## config.mk

```make
export PLATFORM = sky130hd
export DESIGN_NAME = char_console_writer_flat
export DESIGN_NICKNAME = d
export VERILOG_FILES = /design/src/rtl/char_console_writer_pkg.sv /design/src/rtl/char_console_writer_if.sv /design/src/rtl/char_addr_calc.sv /design/src/rtl/char_console_writer.sv /design/src/flat_wrapper.sv
export SDC_FILE = /design/constraint.sdc
export NUM_CORES = 1
export LEC_CHECK = 0
export CAP_MARGIN = 10
export CORE_MARGIN = 2
export CORE_UTILIZATION = 59
export CTS_BUF_LIST = sky130_fd_sc_hd__clkbuf_16
export CTS_CLUSTER_DIAMETER = 60
export CTS_CLUSTER_SIZE = 20
export DETAILED_ROUTE_END_ITERATION = 10
export GPL_TIMING_DRIVEN = 0
export PLACE_DENSITY_LB_ADDON = 0.12
export SETUP_SLACK_MARGIN = 0.15
export SYNTH_ARGS = -nofsm -noshare
export SYNTH_HDL_FRONTEND = slang
export SYNTH_HIERARCHICAL = 1
export SYNTH_SLANG_ARGS = --single-unit
```

## constraint.sdc

```tcl
create_clock -name char_write_clock -period 5.6 [get_ports char_write_clock]
set_input_delay 0.84 -clock char_write_clock [delete_from_list [all_inputs] [get_ports char_write_clock]]
set_output_delay 0.84 -clock char_write_clock [all_outputs]
set_load 0.05 [all_outputs]
```

## src/rtl/char_console_writer_pkg.sv

```systemverilog
// char_console_pkg: shared state enum, control codes and address width for the character console writer.
package char_console_pkg;
  localparam int ADDR_W = 14;
  localparam logic [7:0] CODE_CR = 8'h0D;
  localparam logic [7:0] CODE_LF = 8'h0A;
  localparam logic [7:0] CODE_BS = 8'h08;
  localparam logic [7:0] CODE_FF = 8'h0C;
  localparam logic [7:0] DEFAULT_BLANK_CODE = 8'h20;
  typedef enum logic [1:0] {IDLE, CLR_SCREEN, CLR_LINE} state_t;
endpackage

```

## src/rtl/char_console_writer_if.sv

```systemverilog
// char_console_writer_if: byte stream valid/ready handshake into the console writer.
interface char_console_writer_if;
  logic in_valid;
  logic [7:0] in_data;
  logic in_ready;
  modport master (output in_valid, in_data, input in_ready);
  modport slave (input in_valid, in_data, output in_ready);
endinterface

```

## src/rtl/char_addr_calc.sv

```systemverilog
// char_addr_calc: registered row*COLS+col character RAM address, loaded only on writes.
module char_addr_calc
  import char_console_pkg::*;
#(
  parameter int COLS = 80
) (
  input  logic              char_write_clock,
  input  logic              reset_n,
  input  logic              load,
  input  logic [6:0]        row,
  input  logic [6:0]        col,
  output logic [ADDR_W-1:0] addr
);
  always_ff @(posedge char_write_clock)
    if (!reset_n) addr <= '0;
    else if (load) addr <= ADDR_W'(row) * ADDR_W'(COLS) + ADDR_W'(col);
endmodule

```

## src/rtl/char_console_writer.sv

```systemverilog
// char_console_writer: byte stream to character RAM writes with cursor tracking and hardware clears.
// Define CHAR_CONSOLE_LINE_CLEAR_EN to blank every new row on newline.
module char_console_writer
  import char_console_pkg::*;
#(
  parameter int         COLS       = 80,
  parameter int         ROWS       = 60,
  parameter logic [7:0] BLANK_CODE = DEFAULT_BLANK_CODE
) (
  input  logic                 char_write_clock,
  input  logic                 reset_n,
  char_console_writer_if.slave stream,
  output logic [ADDR_W-1:0]    char_write_addr,
  output logic [7:0]           char_write_data,
  output logic                 char_write_enable,
  output logic [6:0]           cursor_col,
  output logic [6:0]           cursor_row,
  output logic                 busy
);
`ifdef CHAR_CONSOLE_LINE_CLEAR_EN
  localparam state_t NL_STATE = CLR_LINE;
`else
  localparam state_t NL_STATE = IDLE;
`endif
  state_t state, state_next;
  logic [6:0] col_next, row_next, sweep_col, sweep_row, sweep_col_next, sweep_row_next;
  logic [6:0] wr_row, wr_col, nl_row;
  logic [7:0] wr_data;
  logic sweep_last, sweep_last_next, wr, accept, col_end, sweep_col_end, sweep_row_end;
  assign stream.in_ready = state == IDLE;
  assign busy = state != IDLE;
  assign accept = stream.in_valid && state == IDLE;
  assign col_end = 8'(cursor_col) + 8'd1 == 8'(COLS);
  assign sweep_col_end = 8'(sweep_col) + 8'd1 == 8'(COLS);
  assign sweep_row_end = 8'(sweep_row) + 8'd1 == 8'(ROWS);
  assign nl_row = (8'(cursor_row) + 8'd1 == 8'(ROWS)) ? '0 : cursor_row + 7'd1;
  // Sweeps spend one extra cycle after the last write so in_ready rises after the final strobe.
  always_comb begin
    state_next = state;
    col_next = cursor_col;
    row_next = cursor_row;
    sweep_col_next = sweep_col_end ? '0 : sweep_col + 7'd1;
    sweep_row_next = sweep_row;
    sweep_last_next = sweep_last;
    wr = 1'b0;
    wr_row = cursor_row;
    wr_col = sweep_col;
    wr_data = BLANK_CODE;
    case (state)
      IDLE: begin
        sweep_col_next = '0;
        sweep_row_next = '0;
        sweep_last_next = 1'b0;
        wr_col = cursor_col;
        if (accept) begin
          if (stream.in_data >= 8'h20 && stream.in_data <= 8'h7E) begin
            wr = 1'b1;
            wr_data = stream.in_data;
            col_next = col_end ? '0 : cursor_col + 7'd1;
            row_next = col_end ? nl_row : cursor_row;
            state_next = col_end ? NL_STATE : IDLE;
          end else if (stream.in_data == CODE_CR) begin
            col_next = '0;
          end else if (stream.in_data == CODE_LF) begin
            row_next = nl_row;
            state_next = NL_STATE;
          end else if (stream.in_data == CODE_BS && cursor_col != '0) begin
            col_next = cursor_col - 7'd1;
            wr = 1'b1;
            wr_col = cursor_col - 7'd1;
          end else if (stream.in_data == CODE_FF) begin
            col_next = '0;
            row_next = '0;
            state_next = CLR_SCREEN;
          end
        end
      end
      CLR_SCREEN: begin
        wr = !sweep_last;
        wr_row = sweep_row;
        sweep_row_next = sweep_col_end ? (sweep_row_end ? '0 : sweep_row + 7'd1) : sweep_row;
        sweep_last_next = sweep_col_end && sweep_row_end;
        state_next = sweep_last ? IDLE : CLR_SCREEN;
      end
`ifdef CHAR_CONSOLE_LINE_CLEAR_EN
      CLR_LINE: begin
        wr = !sweep_last;
        sweep_last_next = sweep_col_end;
        state_next = sweep_last ? IDLE : CLR_LINE;
      end
`endif
      default: state_next = IDLE;
    endcase
  end
  always_ff @(posedge char_write_clock)
    if (!reset_n) begin
      state <= CLR_SCREEN;
      cursor_col <= '0;
      cursor_row <= '0;
      sweep_col <= '0;
      sweep_row <= '0;
      sweep_last <= 1'b0;
      char_write_enable <= 1'b0;
      char_write_data <= '0;
    end else begin
      state <= state_next;
      cursor_col <= col_next;
      cursor_row <= row_next;
      sweep_col <= sweep_col_next;
      sweep_row <= sweep_row_next;
      sweep_last <= sweep_last_next;
      char_write_enable <= wr;
      if (wr) char_write_data <= wr_data;
    end
  char_addr_calc #(.COLS(COLS)) u_addr (
    .char_write_clock(char_write_clock),
    .reset_n(reset_n),
    .load(wr),
    .row(wr_row),
    .col(wr_col),
    .addr(char_write_addr)
  );
endmodule
```

## src/flat_wrapper.sv

```systemverilog
// flat-port wrapper written by rule: the top's interface ports become plain ports
module char_console_writer_flat import char_console_pkg::*;
#(
  parameter int         COLS       = 80,
  parameter int         ROWS       = 60,
  parameter logic [7:0] BLANK_CODE = DEFAULT_BLANK_CODE
)
  (char_write_clock, reset_n, char_write_addr, char_write_data, char_write_enable, cursor_col, cursor_row, busy, stream_in_valid, stream_in_data, stream_in_ready);
  char_console_writer_if stream_i ();
  input  logic char_write_clock;
  input  logic reset_n;
  output logic [ADDR_W-1:0] char_write_addr;
  output logic [7:0] char_write_data;
  output logic char_write_enable;
  output logic [6:0] cursor_col;
  output logic [6:0] cursor_row;
  output logic busy;
  input wire logic [$bits(stream_i.in_valid)-1:0] stream_in_valid;
  input wire logic [$bits(stream_i.in_data)-1:0] stream_in_data;
  output wire logic [$bits(stream_i.in_ready)-1:0] stream_in_ready;
  assign stream_i.in_valid = stream_in_valid;
  assign stream_i.in_data = stream_in_data;
  assign stream_in_ready = stream_i.in_ready;
  char_console_writer #(.COLS(COLS), .ROWS(ROWS), .BLANK_CODE(BLANK_CODE)) u_core (.char_write_clock(char_write_clock), .reset_n(reset_n), .stream(stream_i), .char_write_addr(char_write_addr), .char_write_data(char_write_data), .char_write_enable(char_write_enable), .cursor_col(cursor_col), .cursor_row(cursor_row), .busy(busy));
endmodule
```

Yosys cells after proc, flatten, opt, wreduce, memory -nomap -nowiden:

Index checks and enable logic that the tools add are counted.

* bits in registers: 54
* logic and storage cells: 97

* $add $sub $neg: 10
* multipliers: 1
* reduce and logical (&&, ||, !) cells: 16
* eq/ne operators: 18
* multiplexer cells: 40
* magnitude comparators: 2
* bitwise gates (word level): 1

Operators by type and width (count)
* 7-bit 2-to-1 mux: 21
* 7-bit by 1-bit adder with 8-bit output, second input constant: 4
* 8-bit by 4-bit == test with 1-bit output, second input constant: 4
* 7-bit by 1-bit adder with 7-bit output, second input constant: 4
* 8-bit 2-to-1 mux: 3
* 8-bit by 6-bit == test with 1-bit output, second input constant: 2
* 8-bit by 7-bit == test with 1-bit output, second input constant: 2
* 14-bit by 7-bit adder with 14-bit output: 1
* 7-bit one-hot mux with 2 select lines: 1
* 2-bit 2-to-1 mux: 6
* 7-bit by 3-bit multiplier with 10-bit output, second input constant: 1
* 8-bit by 6-bit >= comparator with 1-bit output, second input constant: 1
* 8-bit by 7-bit less-or-equal comparator with 1-bit output, second input constant: 1
* 2-bit by 1-bit inequality test with 1-bit output, second input constant: 4
* 4-bit AND reduction: 2
* 7-bit nonzero test: 1
* 7-bit by 1-bit subtractor with 7-bit output, second input constant: 1
* 1-bit 2-to-1 mux: 6
* 3-bit by 1-bit inequality test with 1-bit output, second input constant: 2
* 6-bit AND reduction: 1
* 1-bit logical AND: 4
* 4-bit by 1-bit inequality test with 1-bit output, second input constant: 1
* 4-bit by 2-bit inequality test with 1-bit output, second input constant: 1
* 1-bit one-hot mux with 2 select lines: 2
* 11 further kinds: 12

Logic depth before layout (Yosys ltp):

* depth in word-level cells: 9
* gate-level depth with buffers: 18
* depth with buffers taken out: 16

Cells and area by module:

Netlist, hierarchy kept.

Modules (own cells, without submodules)
* char_console_writer: instances 1, cells each 311, area each 2553.7 µm²
* char_addr_calc: instances 1, cells each 105, area each 975.9 µm²

Least setup slack after synthesis:

Ideal clock, no wire load.

* kind: register to register
* start: register u_core.cursor_col[1]
* end: register u_core.u_addr.addr[12]
* stages on the path, launching flop included: 18
* period minus slack after synthesis: 3.830 ns
* slack: 1.770 ns
* arrival time: 3.698 ns
* cells stage by stage: dfxtp_1 clkbuf_1 inv_1 ha_1 and3b_1 or3_1 buf_2 nor3_1 a21oi_1 o21ai_0 ha_1 inv_1 fa_1 nor2b_1 o2111ai_1 nor4_2 xnor2_1 a21oi_1

* longest elaborated chain between the ends: 9
* elaborated cells between the ends (all ways): 16

Ends and longest elaborated chain
* from (decl): line char_console_writer.sv:16 `output logic [6:0] cursor_col,`
* from (signal assigned): line char_console_writer.sv:107 `cursor_col <= col_next;`
* parallel branches: the longest is 2 deep, another holds 7-bit by 1-bit subtractor with 7-bit output
* 7-bit 2-to-1 mux *: line char_console_writer.sv:67 `end else if (stream.in_data == CODE_BS && cursor_col != '0) begin`
* 7-bit 2-to-1 mux *: line char_console_writer.sv:64 `end else if (stream.in_data == CODE_LF) begin`
* 7-bit 2-to-1 mux *: line char_console_writer.sv:62 `end else if (stream.in_data == CODE_CR) begin`
* 7-bit 2-to-1 mux *: line char_console_writer.sv:56 `if (stream.in_data >= 8'h20 && stream.in_data <= 8'h7E) begin`
* 7-bit 2-to-1 mux *: line char_console_writer.sv:55 `if (accept) begin`
* 7-bit 2-to-1 mux *: line char_console_writer.sv:49 `case (state)`
* via u_core.wr_col[4]: line char_console_writer.sv:27 `logic [6:0] wr_row, wr_col, nl_row;`
* 14-bit by 7-bit adder with 14-bit output *: line char_addr_calc.sv:16 `else if (load) addr <= ADDR_W'(row) * ADDR_W'(COLS) + ADDR_W'(col);`
* to (signal assigned): line char_addr_calc.sv:16
* to (decl): line char_addr_calc.sv:12 `output logic [ADDR_W-1:0] addr`

Mark *: on every way through the listed nets, which the timed path passes.
A chain may end at the register's enable or synchronous reset.

Worst setup path after layout:

* start: input port stream_in_data[7]
* end: register u_core.u_addr.addr[12]

* longest elaborated chain between the ends: 9
* elaborated cells between the ends (all ways): 20

Ends and longest elaborated chain
* from (decl): line flat_wrapper.sv:19 `input wire logic [$bits(stream_i.in_data)-1:0] stream_in_data;`
* 8-bit by 4-bit == test with 1-bit output: line char_console_writer.sv:67
* 1-bit logical AND: line char_console_writer.sv:67
* 7-bit 2-to-1 mux: line char_console_writer.sv:67
* 7-bit 2-to-1 mux: line char_console_writer.sv:64
* 7-bit 2-to-1 mux: line char_console_writer.sv:62
* 7-bit 2-to-1 mux *: line char_console_writer.sv:56
* 7-bit 2-to-1 mux *: line char_console_writer.sv:55
* 7-bit 2-to-1 mux *: line char_console_writer.sv:49
* via u_core.wr_col[4]: line char_console_writer.sv:27
* 14-bit by 7-bit adder with 14-bit output *: line char_addr_calc.sv:16

Mark *: on every way through the listed nets, which the timed path passes. The rest lies on a longest branch.

==> flow_metrics.tcl <==
set metrics [dict create \
    syn_nets 450 \
    root_buffer "clkbuf_16" \
    avgSynthCellArea_um2 8.48 \
    hold_violations 0 \
    fp.coreArea_um2 5850 \
    drt_wl_total_mm 8.89 \
    wl_per_cell_um 16.2 \
    synth-seq-area-share 0.301 \
    rsz0062_at_grt "false" \
    antenna_found_initial 0 \
    n_antenna_cell 0 \
    ios 50 \
    cts_resized 0 \
    grt_pass1_wl_mm 14.8 \
    dr.first_iter.drc_count 409 \
    yosys.area.top_type "dfxtp_1" \
    crit_fanout 6 \
    clk_latency_ps 300 \
    tns_ps 0 \
    row_count 28 \
    nets 506 \
    slowest_delay_ps 510 \
    die_y_um 81.3 \
    dpl.hpwl_mm 6.53 \
    vias_per_cell 6.14 \
    synth.area.top_cells "dfxtp_1, ha_1, nor2_1, o21ai_0, nand2_1" \
    cap_violations 0 \
    post-synth-top-count-cell "dfxtp_1" \
    ys_seq_elements 53 \
    hold_path_class "register to register" \
    clockBufferDepth 2 \
    start_util 0.603 \
    period_share 0.801 \
    synth_edf_count 0 \
    grt_max_degree 17 \
    status "completed" \
    path_class "input pin to register" \
    grt_usage 0.284 \
    endpoint_kind "register" \
    overflow 0 \
    crit_chain "clkdlybuf4s50_1 > nor4_2 > nand3_1 > or3_1 > buf_2 > nor3_1 > a21oi_1 > o21ai_0 > ha_1 > inv_1 > fa_1 > nor2b_1 > o2111ai_1 > nor4_2 > xnor2_1 > a21oi_1" \
    holdWs_ps 485 \
    critical_path_arrival_ps 4650 \
    dr.pass1.iters 5 \
    crit_buf_inv 3 \
    power_leakage_nw 1.63 \
    fin_crit_ps 4480 \
    start_kind "input pin" \
    cts_tree "built" \
    ys_warn_count 6 \
    drive_above_1_share 0.0973 \
    synth_ff_type "dfxtp_1" \
    ff_latch_area_um2 1060 \
    crit_slowest_cell "clkdlybuf4s50_1" \
    fin_skew_ps 7.54 \
    crit_family "simple AND/OR/NAND/NOR gates" \
    ir_worst_vdd_v 0.000174 \
    drc_errors 0 \
    clock_sinks 53 \
    synth_area_um2 3530 \
    area_growth_syn_to_layout_pct 21.3 \
    netlist-cell-type-count 70 \
    h-tree-depth 2 \
    synth_cells 416 \
    pwr_density_cell_nw_per_um2 185 \
    vias 3366 \
    die_w_um 81.3 \
    worstMarginPinSlew_ps 592 \
    dieArea_um2 6620 \
    cts_buffers 5 \
    relSlewSlack 0.605 \
    synth_top_cell_area_share 0.301 \
    cts_setup_buffers 0 \
    synth_common_cells "dfxtp_1, nor2_1, nand2_1, o21ai_0" \
    io_buffer_count 49 \
    antenna_left 0 \
    fillers 452 \
    async_flop_share 0 \
    hold_buffers 0 \
    first_global_vias 3131 \
    place_congestion 0.914 \
    finalSetupViolCount 0 \
    multiInputGateArea_um2 2290 \
    max_freq_mhz 223 \
    cp.required_ps 5760 \
    cts.clk_slew.worst_paths_ps 70 \
    maxSlewViolCount 0 \
]
-- metal layers --
metal	routed length [um]	up-vias	GRT usage	part of all wire
met2	4400	128	0.499	0.49
met4	99	0	0.0661	0.011
met3	542	15	0.0544	0.061
met1	3850	1610	0.357	0.43
met5	0	-	0	0
li1	-	1613	-	-
-- cell type report --
| type | instances | area share |
|---|---|---|
| buffer | 18 | 0.0263 |
| inverter | 17 | 0.0152 |
| clock inverter | 3 | 0.00994 |
| timing repair buffer | 49 | 0.115 |
| multi-input combinational | 328 | 0.535 |
| sequential | 53 | 0.248 |
| tap | 75 | 0.0219 |
| clock buffer | 5 | 0.0292 |
-- power by group --
group          switching (mW)  internal (mW)
logic                  0.0329         0.0221
registers             0.00281          0.380
clock network           0.144          0.210
-- flip-flops by register name, indices dropped and copies added, names as in the netlist --
name and flops:
u_core/sweep_last 1, u_core/char_write_enable 1, u_core/u_addr/addr 14, u_core/cursor_row 7, u_core/state 1, u_core/sweep_row 7
u_core/cursor_col 7, u_core/sweep_col 7, u_core/char_write_data 8
-- path summary, 6_finish.rpt --
kind / endpoint / start / cells past startpoint / slack (ps)
setup / recovery: u_core/u_addr/addr[12]$_SDFFE_PN0P_ / stream_in_data[7] / 16 / 1120
hold / removal: u_core/char_write_data[7]$_SDFFE_PN0P_ / u_core/char_write_data[7]$_SDFFE_PN0P_ / 1 / 490
setup reg to reg: u_core/u_addr/addr[12]$_SDFFE_PN0P_ / u_core/cursor_col[1]$_SDFFE_PN0P_ / 17 / 1500
hold reg to reg: u_core/char_write_data[7]$_SDFFE_PN0P_ / u_core/char_write_data[7]$_SDFFE_PN0P_ / 1 / 490
-- cells by family after synthesis --
group	after synthesis	synth area share
buffers and inverters	35	0.0503
multiplexers	17	0.0510
AO/OA/AOI/OAI	110	0.215
AND/OR/NAND/NOR	156	0.240
flip-flops	53	0.301
XOR/XNOR	22	0.0567
adder cells (fa/ha/maj)	23	0.0858
-- stage by stage --
stage / setup slack (ps) / power (mW) / util / cells / cell area (um^2)
final: 1120 / 0.792 / 0.732 / 548 / 4280
after CTS: 1170 / 0.791 / 0.732 / 548 / 4280
after global placement: 900 / 0.445 / 0.703 / 540 / 4110
after global routing: 810 / 0.811 / 0.732 / 548 / 4280
after floorplan: 1770 / 0.423 / - / 416 / 3530
after detailed placement: 903 / 0.446 / 0.703 / 540 / 4110
-- layout by cell type (no fill, tap or decap), types with 3 or more instances in the layout --
cell type,instances
nor2_1,39
nand2b_1,7
a21oi_1,21
o21ai_1,3
buf_2,4
o21a_1,4
nor4b_1,3
or3_1,3
nor3b_1,5
and3_1,4
buf_6,4
inv_1,17
mux2i_1,9
xnor2_1,10
clkbuf_16,5
a21boi_1,3
nand3_1,11
nand3b_1,6
a22oi_1,8
o21ai_0,26
ha_1,21
nor3_1,8
nand4b_1,3
clkdlybuf4s50_1,49
o22ai_1,5
nor2b_1,13
a21o_1,3
clkbuf_1,9
mux2_2,8
a211oi_1,5
nor4_1,4
nand2_1,34
xor2_1,11
a31oi_1,6
dfxtp_1,53
Power figures use the tool's default switching activity.
